$ cat config.mk
export PLATFORM = sky130hd
export DESIGN_NAME = key_display_renderer_flat
export DESIGN_NICKNAME = d
export VERILOG_FILES = /design/src/rtl/gui_pkg.sv /design/src/rtl/key_display_renderer_if.sv /design/src/rtl/pixel_scanner.sv /design/src/rtl/key_display_renderer.sv /design/src/flat_wrapper.sv
export SDC_FILE = /design/constraint.sdc
export NUM_CORES = 1
export LEC_CHECK = 0
export CAP_MARGIN = 0
export CORE_ASPECT_RATIO = 0.9
export CORE_MARGIN = 5
export CORE_UTILIZATION = 56
export DETAILED_ROUTE_END_ITERATION = 12
export PLACE_DENSITY_LB_ADDON = 0.12
export SETUP_SLACK_MARGIN = 0.02
export SYNTH_ARGS = -nofsm -noshare
export SYNTH_HDL_FRONTEND = slang
export SYNTH_SLANG_ARGS = --single-unit
export TNS_END_PERCENT = 100
$ cat constraint.sdc
create_clock -name clock -period 4.6 [get_ports clock]
set_input_delay 0.92 -clock clock [delete_from_list [all_inputs] [get_ports clock]]
set_output_delay 0.92 -clock clock [all_outputs]
set_load 0.02 [all_outputs]
$ cat src/rtl/gui_pkg.sv
// Shared GUI definitions: pixel colours, the mode encodings and the
// renderer FSM state type.
package gui_pkg;

  typedef logic [2:0] colour_t;

  localparam colour_t BLACK = 3'b000;
  localparam colour_t BLUE  = 3'b001;
  localparam colour_t GREEN = 3'b010;
  localparam colour_t RED   = 3'b100;
  localparam colour_t WHITE = 3'b111;

  typedef enum logic [1:0] {
    MODE_IDLE = 2'b00,
    MODE_REC  = 2'b01,
    MODE_PLAY = 2'b10,
    MODE_RSVD = 2'b11
  } mode_e;

  typedef enum logic [1:0] {
    IDLE = 2'b00,
    DRAW = 2'b01,
    DONE = 2'b10
  } state_e;

endpackage

$ cat src/rtl/key_display_renderer_if.sv
// Bus between a key/mode source and the renderer, plus the pixel-write
// stream and frame status coming back.
interface key_display_renderer_if #(
  parameter int NUM_KEYS = 4
);
  import gui_pkg::*;

  logic [NUM_KEYS-1:0] keys;
  logic                redraw_req;
  logic [1:0]          mode;
  logic [7:0]          x;
  logic [6:0]          y;
  colour_t             colour;
  logic                plot;
  logic                busy;
  logic                frame_done;

  modport master (
    output keys, redraw_req, mode,
    input  x, y, colour, plot, busy, frame_done
  );

  modport slave (
    input  keys, redraw_req, mode,
    output x, y, colour, plot, busy, frame_done
  );

endinterface

$ cat src/rtl/pixel_scanner.sv
// Raster position counters. They point at the pixel that will be plotted
// next; key index and in-key offset run alongside x so no divide is needed.
// The counters wrap to the origin after the last pixel of the frame.
module pixel_scanner #(
  parameter int NUM_KEYS = 4,
  parameter int SCREEN_W = 160,
  parameter int SCREEN_H = 120
) (
  input  logic       clock,
  input  logic       reset,
  input  logic       start,
  input  logic       advance,
  output logic [7:0] x_cnt,
  output logic [6:0] y_cnt,
  output logic [2:0] key_idx,
  output logic [7:0] offset,
  output logic       last_pixel
);
  localparam int         KEY_W    = SCREEN_W / NUM_KEYS;
  localparam logic [7:0] X_LAST   = 8'(SCREEN_W - 1);
  localparam logic [6:0] Y_LAST   = 7'(SCREEN_H - 1);
  localparam logic [7:0] OFF_LAST = 8'(KEY_W - 1);

  assign last_pixel = (x_cnt == X_LAST) && (y_cnt == Y_LAST);

  // Step one pixel per advance, x fastest; start parks the scan at the origin.
  always_ff @(posedge clock) begin
    if (!reset) begin
      x_cnt   <= '0;
      y_cnt   <= '0;
      key_idx <= '0;
      offset  <= '0;
    end else if (advance) begin
      if (x_cnt == X_LAST) begin
        x_cnt   <= '0;
        key_idx <= '0;
        offset  <= '0;
        y_cnt   <= (y_cnt == Y_LAST) ? '0 : y_cnt + 7'd1;
      end else begin
        x_cnt <= x_cnt + 8'd1;
        if (offset == OFF_LAST) begin
          offset  <= '0;
          key_idx <= key_idx + 3'd1;
        end else begin
          offset <= offset + 8'd1;
        end
      end
    end else if (start) begin
      x_cnt   <= '0;
      y_cnt   <= '0;
      key_idx <= '0;
      offset  <= '0;
    end
  end

endmodule

$ cat src/rtl/key_display_renderer.sv
// Draws a row of NUM_KEYS piano-style keys as a full-screen pixel stream.
// A frame starts on a redraw request, a change of the key levels against
// the last drawn snapshot, or right after reset release.
// Optional build macro MODE_INDICATOR_EN paints a 4x4 mode badge at the
// top-left corner (red while recording, green during playback).
//
// state | meaning
// IDLE  | waiting for a reason to draw; x/y hold the last pixel
// DRAW  | one pixel per cycle, plot high
// DONE  | single cycle, frame_done high
module key_display_renderer
  import gui_pkg::*;
#(
  parameter int NUM_KEYS = 4,
  parameter int SCREEN_W = 160,
  parameter int SCREEN_H = 120
) (
  input logic clock,
  input logic reset,
  key_display_renderer_if.slave bus
);
  localparam int         KEY_W    = SCREEN_W / NUM_KEYS;
  localparam logic [7:0] OFF_LAST = 8'(KEY_W - 1);
  localparam logic [2:0] KEY_LAST = 3'(NUM_KEYS - 1);

  state_e              state_q, state_d;
  logic [NUM_KEYS-1:0] snapshot;
  logic                req_pend;
  logic                first_frame;
  logic                plot_last;
  logic                go;
  logic                load;
  logic                scan_start;
  logic [7:0]          snap_src;
  colour_t             colour_d;
  logic [7:0]          sx;
  logic [6:0]          sy;
  logic [2:0]          skey;
  logic [7:0]          soff;
  logic                slast;

`ifdef MODE_INDICATOR_EN
  logic [1:0] mode_q;
  logic [1:0] mode_src;
`else
  logic unused_mode;
  assign unused_mode = ^bus.mode;
`endif

  pixel_scanner #(
    .NUM_KEYS (NUM_KEYS),
    .SCREEN_W (SCREEN_W),
    .SCREEN_H (SCREEN_H)
  ) u_scanner (
    .clock      (clock),
    .reset      (reset),
    .start      (scan_start),
    .advance    (load),
    .x_cnt      (sx),
    .y_cnt      (sy),
    .key_idx    (skey),
    .offset     (soff),
    .last_pixel (slast)
  );

  assign go = (state_q == IDLE) &&
              (bus.redraw_req || req_pend || first_frame || (bus.keys != snapshot));

  assign bus.busy       = (state_q == DRAW);
  assign bus.frame_done = (state_q == DONE);

  // State register.
  always_ff @(posedge clock) begin
    if (!reset) state_q <= IDLE;
    else        state_q <= state_d;
  end

  // Next state: leave DRAW once the last pixel is on the outputs.
  always_comb begin
    state_d = state_q;
    unique case (state_q)
      IDLE:    if (go) state_d = DRAW;
      DRAW:    if (plot_last) state_d = DONE;
      DONE:    state_d = IDLE;
      default: state_d = IDLE;
    endcase
  end

  // Pixel load decision and colour of the pixel the scanner points at; on
  // the starting edge the live keys/mode are used since the snapshot is
  // being written on that same edge.
  always_comb begin
    load       = go || ((state_q == DRAW) && !plot_last);
    scan_start = !load && (state_q != DRAW);
    snap_src   = go ? 8'(bus.keys) : 8'(snapshot);
    if ((soff == OFF_LAST) && (skey < KEY_LAST)) colour_d = BLACK;
    else if (snap_src[skey])                     colour_d = BLUE;
    else                                         colour_d = WHITE;
`ifdef MODE_INDICATOR_EN
    mode_src = go ? bus.mode : mode_q;
    if ((sx < 8'd4) && (sy < 7'd4)) begin
      if (mode_src == MODE_REC)       colour_d = RED;
      else if (mode_src == MODE_PLAY) colour_d = GREEN;
    end
`endif
  end

  // Registered pixel outputs, frame snapshot and the pending-request flag.
  always_ff @(posedge clock) begin
    if (!reset) begin
      bus.x       <= '0;
      bus.y       <= '0;
      bus.colour  <= BLACK;
      bus.plot    <= 1'b0;
      plot_last   <= 1'b0;
      snapshot    <= '0;
      req_pend    <= 1'b0;
      first_frame <= 1'b1;
`ifdef MODE_INDICATOR_EN
      mode_q      <= '0;
`endif
    end else begin
      bus.plot <= load;
      if (load) begin
        bus.x      <= sx;
        bus.y      <= sy;
        bus.colour <= colour_d;
        plot_last  <= slast;
      end
      if (go) begin
        snapshot    <= bus.keys;
        first_frame <= 1'b0;
        req_pend    <= 1'b0;
`ifdef MODE_INDICATOR_EN
        mode_q      <= bus.mode;
`endif
      end else if (bus.redraw_req) begin
        req_pend <= 1'b1;
      end
    end
  end

endmodule

$ cat src/flat_wrapper.sv
// flat-port wrapper written by rule: the top's interface ports become plain ports
module key_display_renderer_flat import gui_pkg::*;
#(
  parameter int NUM_KEYS = 4,
  parameter int SCREEN_W = 160,
  parameter int SCREEN_H = 120
)
  (clock, reset, bus_keys, bus_redraw_req, bus_mode, bus_x, bus_y, bus_colour, bus_plot, bus_busy, bus_frame_done);
  key_display_renderer_if #(.NUM_KEYS(NUM_KEYS)) bus_i ();
  input logic clock;
  input logic reset;
  input wire logic [$bits(bus_i.keys)-1:0] bus_keys;
  input wire logic [$bits(bus_i.redraw_req)-1:0] bus_redraw_req;
  input wire logic [$bits(bus_i.mode)-1:0] bus_mode;
  output wire logic [$bits(bus_i.x)-1:0] bus_x;
  output wire logic [$bits(bus_i.y)-1:0] bus_y;
  output wire logic [$bits(bus_i.colour)-1:0] bus_colour;
  output wire logic [$bits(bus_i.plot)-1:0] bus_plot;
  output wire logic [$bits(bus_i.busy)-1:0] bus_busy;
  output wire logic [$bits(bus_i.frame_done)-1:0] bus_frame_done;
  assign bus_i.keys = bus_keys;
  assign bus_i.redraw_req = bus_redraw_req;
  assign bus_i.mode = bus_mode;
  assign bus_x = bus_i.x;
  assign bus_y = bus_i.y;
  assign bus_colour = bus_i.colour;
  assign bus_plot = bus_i.plot;
  assign bus_busy = bus_i.busy;
  assign bus_frame_done = bus_i.frame_done;
  key_display_renderer #(.NUM_KEYS(NUM_KEYS), .SCREEN_W(SCREEN_W), .SCREEN_H(SCREEN_H)) u_core (.clock(clock), .reset(reset), .bus(bus_i));
endmodule
==> results of run 1 <==
-- stage by stage --
stage / util / instances
2_1_floorplan: - / 278
3_3_place_gp: 0.634 / 354
3_5_place_dp: 0.634 / 354
4_1_cts: 0.664 / 362
5_1_grt: 0.664 / 362
6_report: 0.664 / 362
-- sequential cells by signal (all words and copies together) (netlist names) --
| register | count |
|---|---|
| u_core.bus.colour | 2 |
| u_core.bus.plot | 1 |
| u_core.bus.x | 8 |
| u_core.bus.y | 7 |
| u_core.first_frame | 1 |
| u_core.plot_last | 1 |
| u_core.req_pend | 1 |
| u_core.snapshot | 4 |
| u_core.state_q | 2 |
| u_core.u_scanner.key_idx | 3 |
| u_core.u_scanner.offset | 8 |
| u_core.u_scanner.x_cnt | 8 |
| u_core.u_scanner.y_cnt | 7 |
-- placed cells by master (no fill, tap or decap), types with 2 or more instances in the layout --
cell type / count
nor4_1: 3
nor2_1: 35
a311oi_1: 2
a221oi_4: 2
a21oi_1: 7
nand2b_1: 3
and2_1: 2
xor2_1: 4
dfxtp_1: 53
xnor2_1: 5
a22o_1: 5
and3_1: 2
nor2b_1: 2
clkdlybuf4s50_1: 27
nand3b_1: 3
inv_1: 12
nand2_1: 22
o22ai_1: 3
bufinv_16: 2
o221ai_1: 3
mux2i_1: 22
clkbuf_8: 5
o21ai_0: 9
ha_1: 4
nor3_1: 5
a221oi_1: 2
a31oi_1: 7
nand3_1: 20
-- area by class of cell --
cell class / instances / area [sq um] / share of cell area
Clock buffer: 5 / 68.8 / 0.0234
Inverter: 12 / 45.0 / 0.0153
Timing Repair Buffer: 28 / 278 / 0.0944
Clock inverter: 3 / 65.1 / 0.0221
Multi-Input combinational cell: 199 / 1350 / 0.458
Tap cell: 62 / 77.6 / 0.0264
Sequential cell: 53 / 1060 / 0.361
-- worst max path at each step --
stage / end / slack [ns] / depth (start not counted)
after floorplan: u_core.u_scanner.offset[5] / 2.29 / 5
after global placement: u_core.u_scanner.y_cnt[6] / 1.28 / 6
after detailed placement: u_core.u_scanner.y_cnt[6] / 1.26 / 6
after CTS: u_core.u_scanner.y_cnt[6] / 1.56 / 6
after global routing: u_core.u_scanner.y_cnt[6] / 1.37 / 6
final: u_core.u_scanner.y_cnt[6] / 1.59 / 6
-- kinds of logic (layout without fill, tap and decap cells) --
| family | count (synthesis) | count (layout) | share of synthesized area |
|---|---|---|---|
| simple gates | 111 | 111 | 0.226 |
| compound gates | 53 | 53 | 0.161 |
| flops | 53 | 53 | 0.416 |
| buf+inv | 26 | 48 | 0.0594 |
| mux | 22 | 22 | 0.0864 |
| xor+xnor | 9 | 9 | 0.0309 |
| fa+ha+maj | 4 | 4 | 0.0196 |
-- report_power, final --
group | switching [mW] | internal (mW)
combinational | 0.0453 | 0.0396
sequential | 0.0238 | 0.478
clock | 0.154 | 0.216
total | 0.223 | 0.734
-- metal layers --
| layer | routed length, um | vias to the layer above | track usage |
|---|---|---|---|
| met3 | 182 | 7 | 0.0339 |
| met1 | 2570 | 999 | 0.260 |
| li1 | - | 1035 | - |
| met4 | 64 | 0 | 0.0619 |
| met2 | 2380 | 49 | 0.317 |
| met5 | 0 | - | 0 |
-- worst min-delay path: stages, from the launching register on --
cell	delay, ns
dfxtp_1	0.32
o21ai_0	0.07
nand2_1	0.05
==> impl_metrics.toml, run 1 <==
[outcome]
status = "complete, no violations"

[synthesis]
yosysSeqAreaShare = 0.416
synth_cell_types = 59
synthCells = 278
syn_avg_cell_area_sq_um = 9.17
ys_async_sr_fraction = 0
synth_top_cell_by_area = "dfxtp_1"
synth_nets = 291
synth.top_cell.area_share = 0.416
yosysMostFrequentCell = "dfxtp_1"
synth.cell_area_sq_mm = 0.00255
yosys_warnings = 0
synth.top_cells.by_area = "dfxtp_1 42%, mux2i_1 8.6%, nor2_1 5.2%"
ys_top_cells_by_count = "53 x dfxtp_1, 35 x nor2_1, 22 x mux2i_1, 22 x nand2_1, 20 x nand3_1"
ys_ff_latch = 53
ys.flop_type = "dfxtp_1"
synth_edf_count = 0

[placement]
gp_congestion = 0.810
dp_hpwl_um = 3580
place_ws_ns = 1.26
portBuffers = 27
placed_area_sq_mm = 0.00281

[die]
die-area_sq_mm = 0.00600
ios = 30
die_w_um = 81.1
coreArea_sq_mm = 0.00443
start_util = 0.575
fp.dieH_um = 74
num_rows = 23

[drt]
drc = 0
firstDrtPassIters = 4
ant_nets = 0
wl_per_cell_um = 14.3
via_count = 2090
finalWirelength_um = 5190
drtIter0Drc = 173
via_per_inst = 5.77

[hold_path]
hold-path-endpoint = "u_core.first_frame"
hold_path.startpoint = "u_core.first_frame"
worstHoldPathCells = 2
min_path_type = "reg2reg"

[global_routing]
grt_pass1_wl_um = 9140
grt_max_degree = 26
grt_usage = 0.193
grt_pass1_vias = 1986
antenna_found_initial = 0
global_route.overflow_total = 0

[setup_path]
critical_path.startpoint_type = "input port"
r2r_start = "u_core.state_q[0]"
crit_family = "compound AO/OA/AOI/OAI gates"
arrival_ns = 3.24
critPathRequiredTime_ns = 4.82
reg2regPathDepth = 4
path_max_fanout = 25
r2r-end = "u_core.u_scanner.y_cnt[6]"
crit_slowest_cell = "a221oi_4"
crit_buf_inv = 1
slowest_delay_ns = 0.84
crit_path_end_kind = "flip-flop"
crit_type = "in2reg"
reg2reg_slack_ns = 2.21
path_cells = "clkdlybuf4s50_1 -> xnor2_1 -> nor2b_4 -> a221oi_4 -> nand2_1 -> o221ai_1"
cp-startpoint = "bus_keys[2]"

[clock_network]
cts_setup_buffers = 0
path_clk_slew_ns = 0.10
insertion_delay_ns = 0.31
clockRootBuffer = "clkbuf_8"
h-tree-depth = 2
hold_buffers = 0
cts_sinks = 53
ctsResizeCount = 0
cts_tree = "yes"
cts.path.max_buffers = 2
cts-buffers-inserted = 5

[cells_and_area]
drive_gt1_frac = 0.0800
diodes = 0
final_area_sq_mm = 0.00294
syn2layout_area_growth_pct = 15.5
nFillCells = 391
nets = 312

[timing]
max_slew.worst_pin.slew_ns = 0.993
setup_tns_ns = 0
relSlewSlack = 0.338
setup_viol = 0
fmax_mhz = 332
finalHoldViolations = 0
layout_min_cycle_time_ns = 3.01
final.setup_skew_ns = 0.00808
rsz0062_at_grt = "no"
report.final.slew_viol_count = 0
setup_ws_ns = 1.59
fin_hold_ws_ns = 0.480
finalCritPeriodShare = 0.655

[pwr]
power.density_mw_per_mm2 = 325
p_total_uw = 957
leakagePower_nw = 1.20
ir_drop_mv = 0.251

[flow_run]
drv_cap = 0
(Power assumes the default switching activity.)
==> inputs of run 2 (changes only) <==
--- a/config.mk
+++ b/config.mk
@@ -8,7 +8,7 @@
 export CAP_MARGIN = 0
 export CORE_ASPECT_RATIO = 0.9
 export CORE_MARGIN = 5
-export CORE_UTILIZATION = 56
+export CORE_UTILIZATION = 50
 export DETAILED_ROUTE_END_ITERATION = 12
 export PLACE_DENSITY_LB_ADDON = 0.12
 export SETUP_SLACK_MARGIN = 0.02
==> constraint.sdc (replaced) <==
create_clock -name clock -period 2.6 [get_ports clock]
set_input_delay 0.52 -clock clock [delete_from_list [all_inputs] [get_ports clock]]
set_output_delay 0.52 -clock clock [all_outputs]
set_load 0.02 [all_outputs]
==> impl_metrics.toml, run 2 (synthesized netlist as in run 1, its figures left out) <==
[pwr]
p_total_mw = 1.62
leakagePower_nw = 1.24
ir_drop_mv = 0.324
power.density_mw_per_mm2 = 541

[timing]
fmax_mhz = 449
finalCritPeriodShare = 0.856
report.final.slew_viol_count = 0
finalHoldViolations = 0
setup_tns_ns = 0
max_slew.worst_pin.slew_ns = 0.533
rsz0062_at_grt = "no"
final.setup_skew_ns = 0.00717
layout_min_cycle_time_ns = 2.23
relSlewSlack = 0.641
setup_viol = 0

[drt]
ant_nets = 0
via_count = 2037
drc = 0
via_per_inst = 5.46
finalWirelength_um = 5330
drtIter0Drc = 75
wl_per_cell_um = 14.3
firstDrtPassIters = 4

[placement]
portBuffers = 27
dp_hpwl_um = 3720
gp_congestion = 0.807

[global_routing]
grt_usage = 0.165
antenna_found_initial = 0
grt_max_degree = 26
grt_pass1_vias = 1927
grt_pass1_wl_um = 9010
global_route.overflow_total = 0

[clock_network]
h-tree-depth = 2
cts_sinks = 53
hold_buffers = 0
insertion_delay_ns = 0.31
clockRootBuffer = "clkbuf_8"
path_clk_slew_ns = 0.09
cts.path.max_buffers = 2
cts-buffers-inserted = 5
cts_setup_buffers = 0
cts_tree = "yes"
ctsResizeCount = 0

[hold_path]
hold_path.startpoint = "u_core.first_frame"
worstHoldPathCells = 2
hold-path-endpoint = "u_core.first_frame"
min_path_type = "reg2reg"

[setup_path]
reg2reg_slack_ns = 0.53
r2r-end = "u_core.u_scanner.y_cnt[6]"
slowest_delay_ns = 0.62
crit_type = "reg2out"
reg2regPathDepth = 6
crit_path_end_kind = "output pin"
critical_path.startpoint_type = "flip-flop"
crit_family = "buffers and inverters"
crit_slowest_cell = "clkdlybuf4s50_1"
path_cells = "and2b_2 -> clkdlybuf4s50_1"
arrival_ns = 1.71
r2r_start = "u_core.u_scanner.x_cnt[0]"
critPathRequiredTime_ns = 2.08
path_max_fanout = 8
crit_buf_inv = 1

[outcome]
status = "complete, no violations"

[flow_run]
drv_cap = 0

[cells_and_area]
diodes = 0
syn2layout_area_growth_pct = 17.8
drive_gt1_frac = 0.101
final_common_cell = "dfxtp_1"
fin_util = 0.613
nFillCells = 439
nets = 320
final_cell_mix = "53 x dfxtp_1, 35 x nor2_1, 27 x clkdlybuf4s50_1"
reg_top3 = "u_core.bus.x (8), u_core.u_scanner.offset (8), u_core.u_scanner.x_cnt (8)"

[die]
die-area_sq_mm = 0.00663
num_rows = 24
fp.dieH_um = 77.7
start_util = 0.521
ios = 30
die_w_um = 85.3
coreArea_sq_mm = 0.00489
## run 2: worst register-to-register path: cells and delay by family, from the launching register on
family	cells	cell delay, ns
and+or+nand+nor	3	0.71
DFF	1	0.44
adders and majority gates	1	0.24
AOI/OAI and AO/OA	2	0.55
## run 2: how the worst max path moves through the flow
stage / from / endpoint / slack (ns) / cells past startpoint
final: u_core.state_q[0] / bus_busy / 0.37 / 2
after global routing: u_core.state_q[0] / bus_busy / 0.27 / 2
after CTS: u_core.state_q[0] / bus_busy / 0.35 / 2
after detailed placement: bus_redraw_req / u_core.u_scanner.y_cnt[4] / 0.1 / 7
after global placement: bus_redraw_req / u_core.u_scanner.y_cnt[4] / 0.11 / 7
after floorplan: bus_redraw_req / u_core.u_scanner.offset[5] / 0.69 / 5
## run 2: per-stage QoR
| stage | setup slack [ns] | cells | hold WS [ns] | instance area (sq um) |
|---|---|---|---|---|
| after global placement | 0.112 | 365 | 0.452 | 2890 |
| after CTS | 0.349 | 373 | 0.482 | 3000 |
| final | 0.374 | 373 | 0.480 | 3000 |
| after global routing | 0.272 | 373 | 0.498 | 3000 |
| after floorplan | 0.688 | 278 | 0.438 | 2550 |
| after detailed placement | 0.0967 | 365 | 0.470 | 2890 |
## run 2: final cells by class
type                       count  area (sq um)  area share
inverter                      12          45.0      0.0150
multi-input combinational    199          1350       0.449
clock inverter                 1          30.0      0.0100
tap                           65          81.3      0.0271
clock buffer                   7          86.3      0.0288
timing repair buffer          36           350       0.117
sequential                    53          1060       0.353
## run 2: power breakdown
part / switching [mW] / total, mW / leakage [nW] / internal [mW]
logic: 0.0848 / 0.163 / 0.746 / 0.0783
registers: 0.0395 / 0.885 / 0.432 / 0.846
clock network: 0.262 / 0.576 / 0.0585 / 0.314
## run 2: routing by layer
metal,vias up,global-route usage,part of all wire
li1,1049,-,-
met1,945,0.223,0.50
met2,38,0.259,0.44
met3,5,0.0551,0.053
met4,0,0.0348,0.0079
met5,-,0,0
==> inputs of run 3 (changes only) <==
--- a/config.mk
+++ b/config.mk
@@ -9,6 +9,7 @@
 export CORE_ASPECT_RATIO = 0.9
 export CORE_MARGIN = 5
 export CORE_UTILIZATION = 50
+export CTS_BUF_LIST = sky130_fd_sc_hd__clkbuf_4 sky130_fd_sc_hd__clkbuf_8 sky130_fd_sc_hd__clkbuf_16
 export DETAILED_ROUTE_END_ITERATION = 12
 export PLACE_DENSITY_LB_ADDON = 0.12
 export SETUP_SLACK_MARGIN = 0.02
==> impl_metrics.toml, run 3 (synthesized netlist as in run 1, its figures left out) <==
[die]
die-area_sq_mm = 0.00663
fp.dieH_um = 77.7
start_util = 0.521
coreArea_sq_mm = 0.00489
ios = 30
num_rows = 24
die_w_um = 85.3

[timing]
finalCritPeriodShare = 0.853
report.final.slew_viol_count = 0
relSlewSlack = 0.640
finalHoldViolations = 0
max_slew.worst_pin.slew_ns = 0.535
layout_min_cycle_time_ns = 2.22
fmax_mhz = 451
setup_viol = 0
rsz0062_at_grt = "no"
final.setup_skew_ns = 0.00523
setup_tns_ns = 0

[setup_path]
path_cells = "and2b_2 -> clkdlybuf4s50_1"
reg2regPathDepth = 6
slowest_delay_ns = 0.62
critPathRequiredTime_ns = 2.08
path_max_fanout = 8
crit_slowest_cell = "clkdlybuf4s50_1"
critical_path.startpoint_type = "flip-flop"
crit_family = "buffers and inverters"
crit_path_end_kind = "output pin"
arrival_ns = 1.70
cp.depth = 2
crit_buf_inv = 1
crit_type = "reg2out"

[hold_path]
min_path_type = "reg2reg"
worstHoldPathCells = 2

[drt]
firstDrtPassIters = 5
via_count = 2030
drc = 0
wl_per_cell_um = 14.2
finalWirelength_um = 5290
drtIter0Drc = 77
via_per_inst = 5.44
ant_nets = 0

[cells_and_area]
multiInputGateArea_sq_mm = 0.00135
nets = 320
seq_area_sq_mm = 0.00106
final_common_cell = "dfxtp_1"
nFillCells = 437
reg_top3 = "u_core.bus.x (8), u_core.u_scanner.offset (8), u_core.u_scanner.x_cnt (8)"
syn2layout_area_growth_pct = 17.9
drive_gt1_frac = 0.104
final_cell_mix = "53 x dfxtp_1, 35 x nor2_1, 27 x clkdlybuf4s50_1"
final_area_sq_mm = 0.00301
final_cells = 373
diodes = 0

[flow_run]
drv_cap = 0

[global_routing]
grt_max_degree = 26
global_route.overflow_total = 0
grt_pass1_vias = 1922
grt_pass1_wl_um = 8960
grt_usage = 0.164
antenna_found_initial = 0

[clock_network]
h-tree-depth = 2
path_clk_slew_ns = 0.09
hold_buffers = 0
cts_setup_buffers = 0
cts-buffers-inserted = 5
ctsResizeCount = 0
cts.path.max_buffers = 2
cts_sinks = 53
insertion_delay_ns = 0.30
clockRootBuffer = "clkbuf_8"
cts_tree = "yes"

[pwr]
ir_drop_mv = 0.325
p_total_mw = 1.63
leakagePower_nw = 1.24
power.density_mw_per_mm2 = 541

[outcome]
status = "complete, no violations"

[placement]
gp_congestion = 0.807
dp_hpwl_um = 3720
placedCellCount = 365
placed_area_sq_mm = 0.00289
portBuffers = 27
[run 3: cell type report]
type	count	area share
clock inverters	1	0.00999
inverters	12	0.0150
clock buffers	7	0.0300
repair buffers	36	0.117
flip-flops and latches	53	0.353
well taps	65	0.0271
multi-input cells	199	0.448
[run 3: through the flow]
| stage | hold slack (ns) | utilization | worst slack, ns |
|---|---|---|---|
| finish | 0.480 | 0.614 | 0.381 |
| global route | 0.498 | 0.614 | 0.272 |
| CTS | 0.482 | 0.614 | 0.349 |
| detailed placement | 0.470 | 0.589 | 0.0967 |
| global placement | 0.452 | 0.589 | 0.112 |
| floorplan | 0.438 | - | 0.688 |
[run 3: final timing paths]
check / from / to / slack, ns
worst max-delay path: u_core.state_q[0] / bus_busy / 0.38
worst min-delay path: u_core.first_frame / u_core.first_frame / 0.48
worst max register to register: u_core.u_scanner.x_cnt[0] / u_core.u_scanner.y_cnt[6] / 0.53
worst min register to register: u_core.first_frame / u_core.first_frame / 0.48
[run 3: worst register-to-register path: stages, from the launching register on]
cell      delay [ns]
dfxtp_1         0.44
ha_1            0.24
and4_1          0.26
and2_1          0.31
nand2_1         0.12
a32oi_2         0.39
o221ai_1        0.16
[run 3: per-layer routing]
metal  vias to the layer above  track usage  routed length, um
li1                       1050            -                  -
met1                       941        0.223               2690
met2                        37        0.255               2320
met3                         2       0.0551                249
met4                         0       0.0348                 22
met5                         -            0                  0
[run 3: power by group]
group | total (mW) | internal [mW] | switching, mW
Combinational | 0.163 | 0.0783 | 0.0847
Sequential | 0.885 | 0.846 | 0.0393
Clock | 0.579 | 0.324 | 0.254
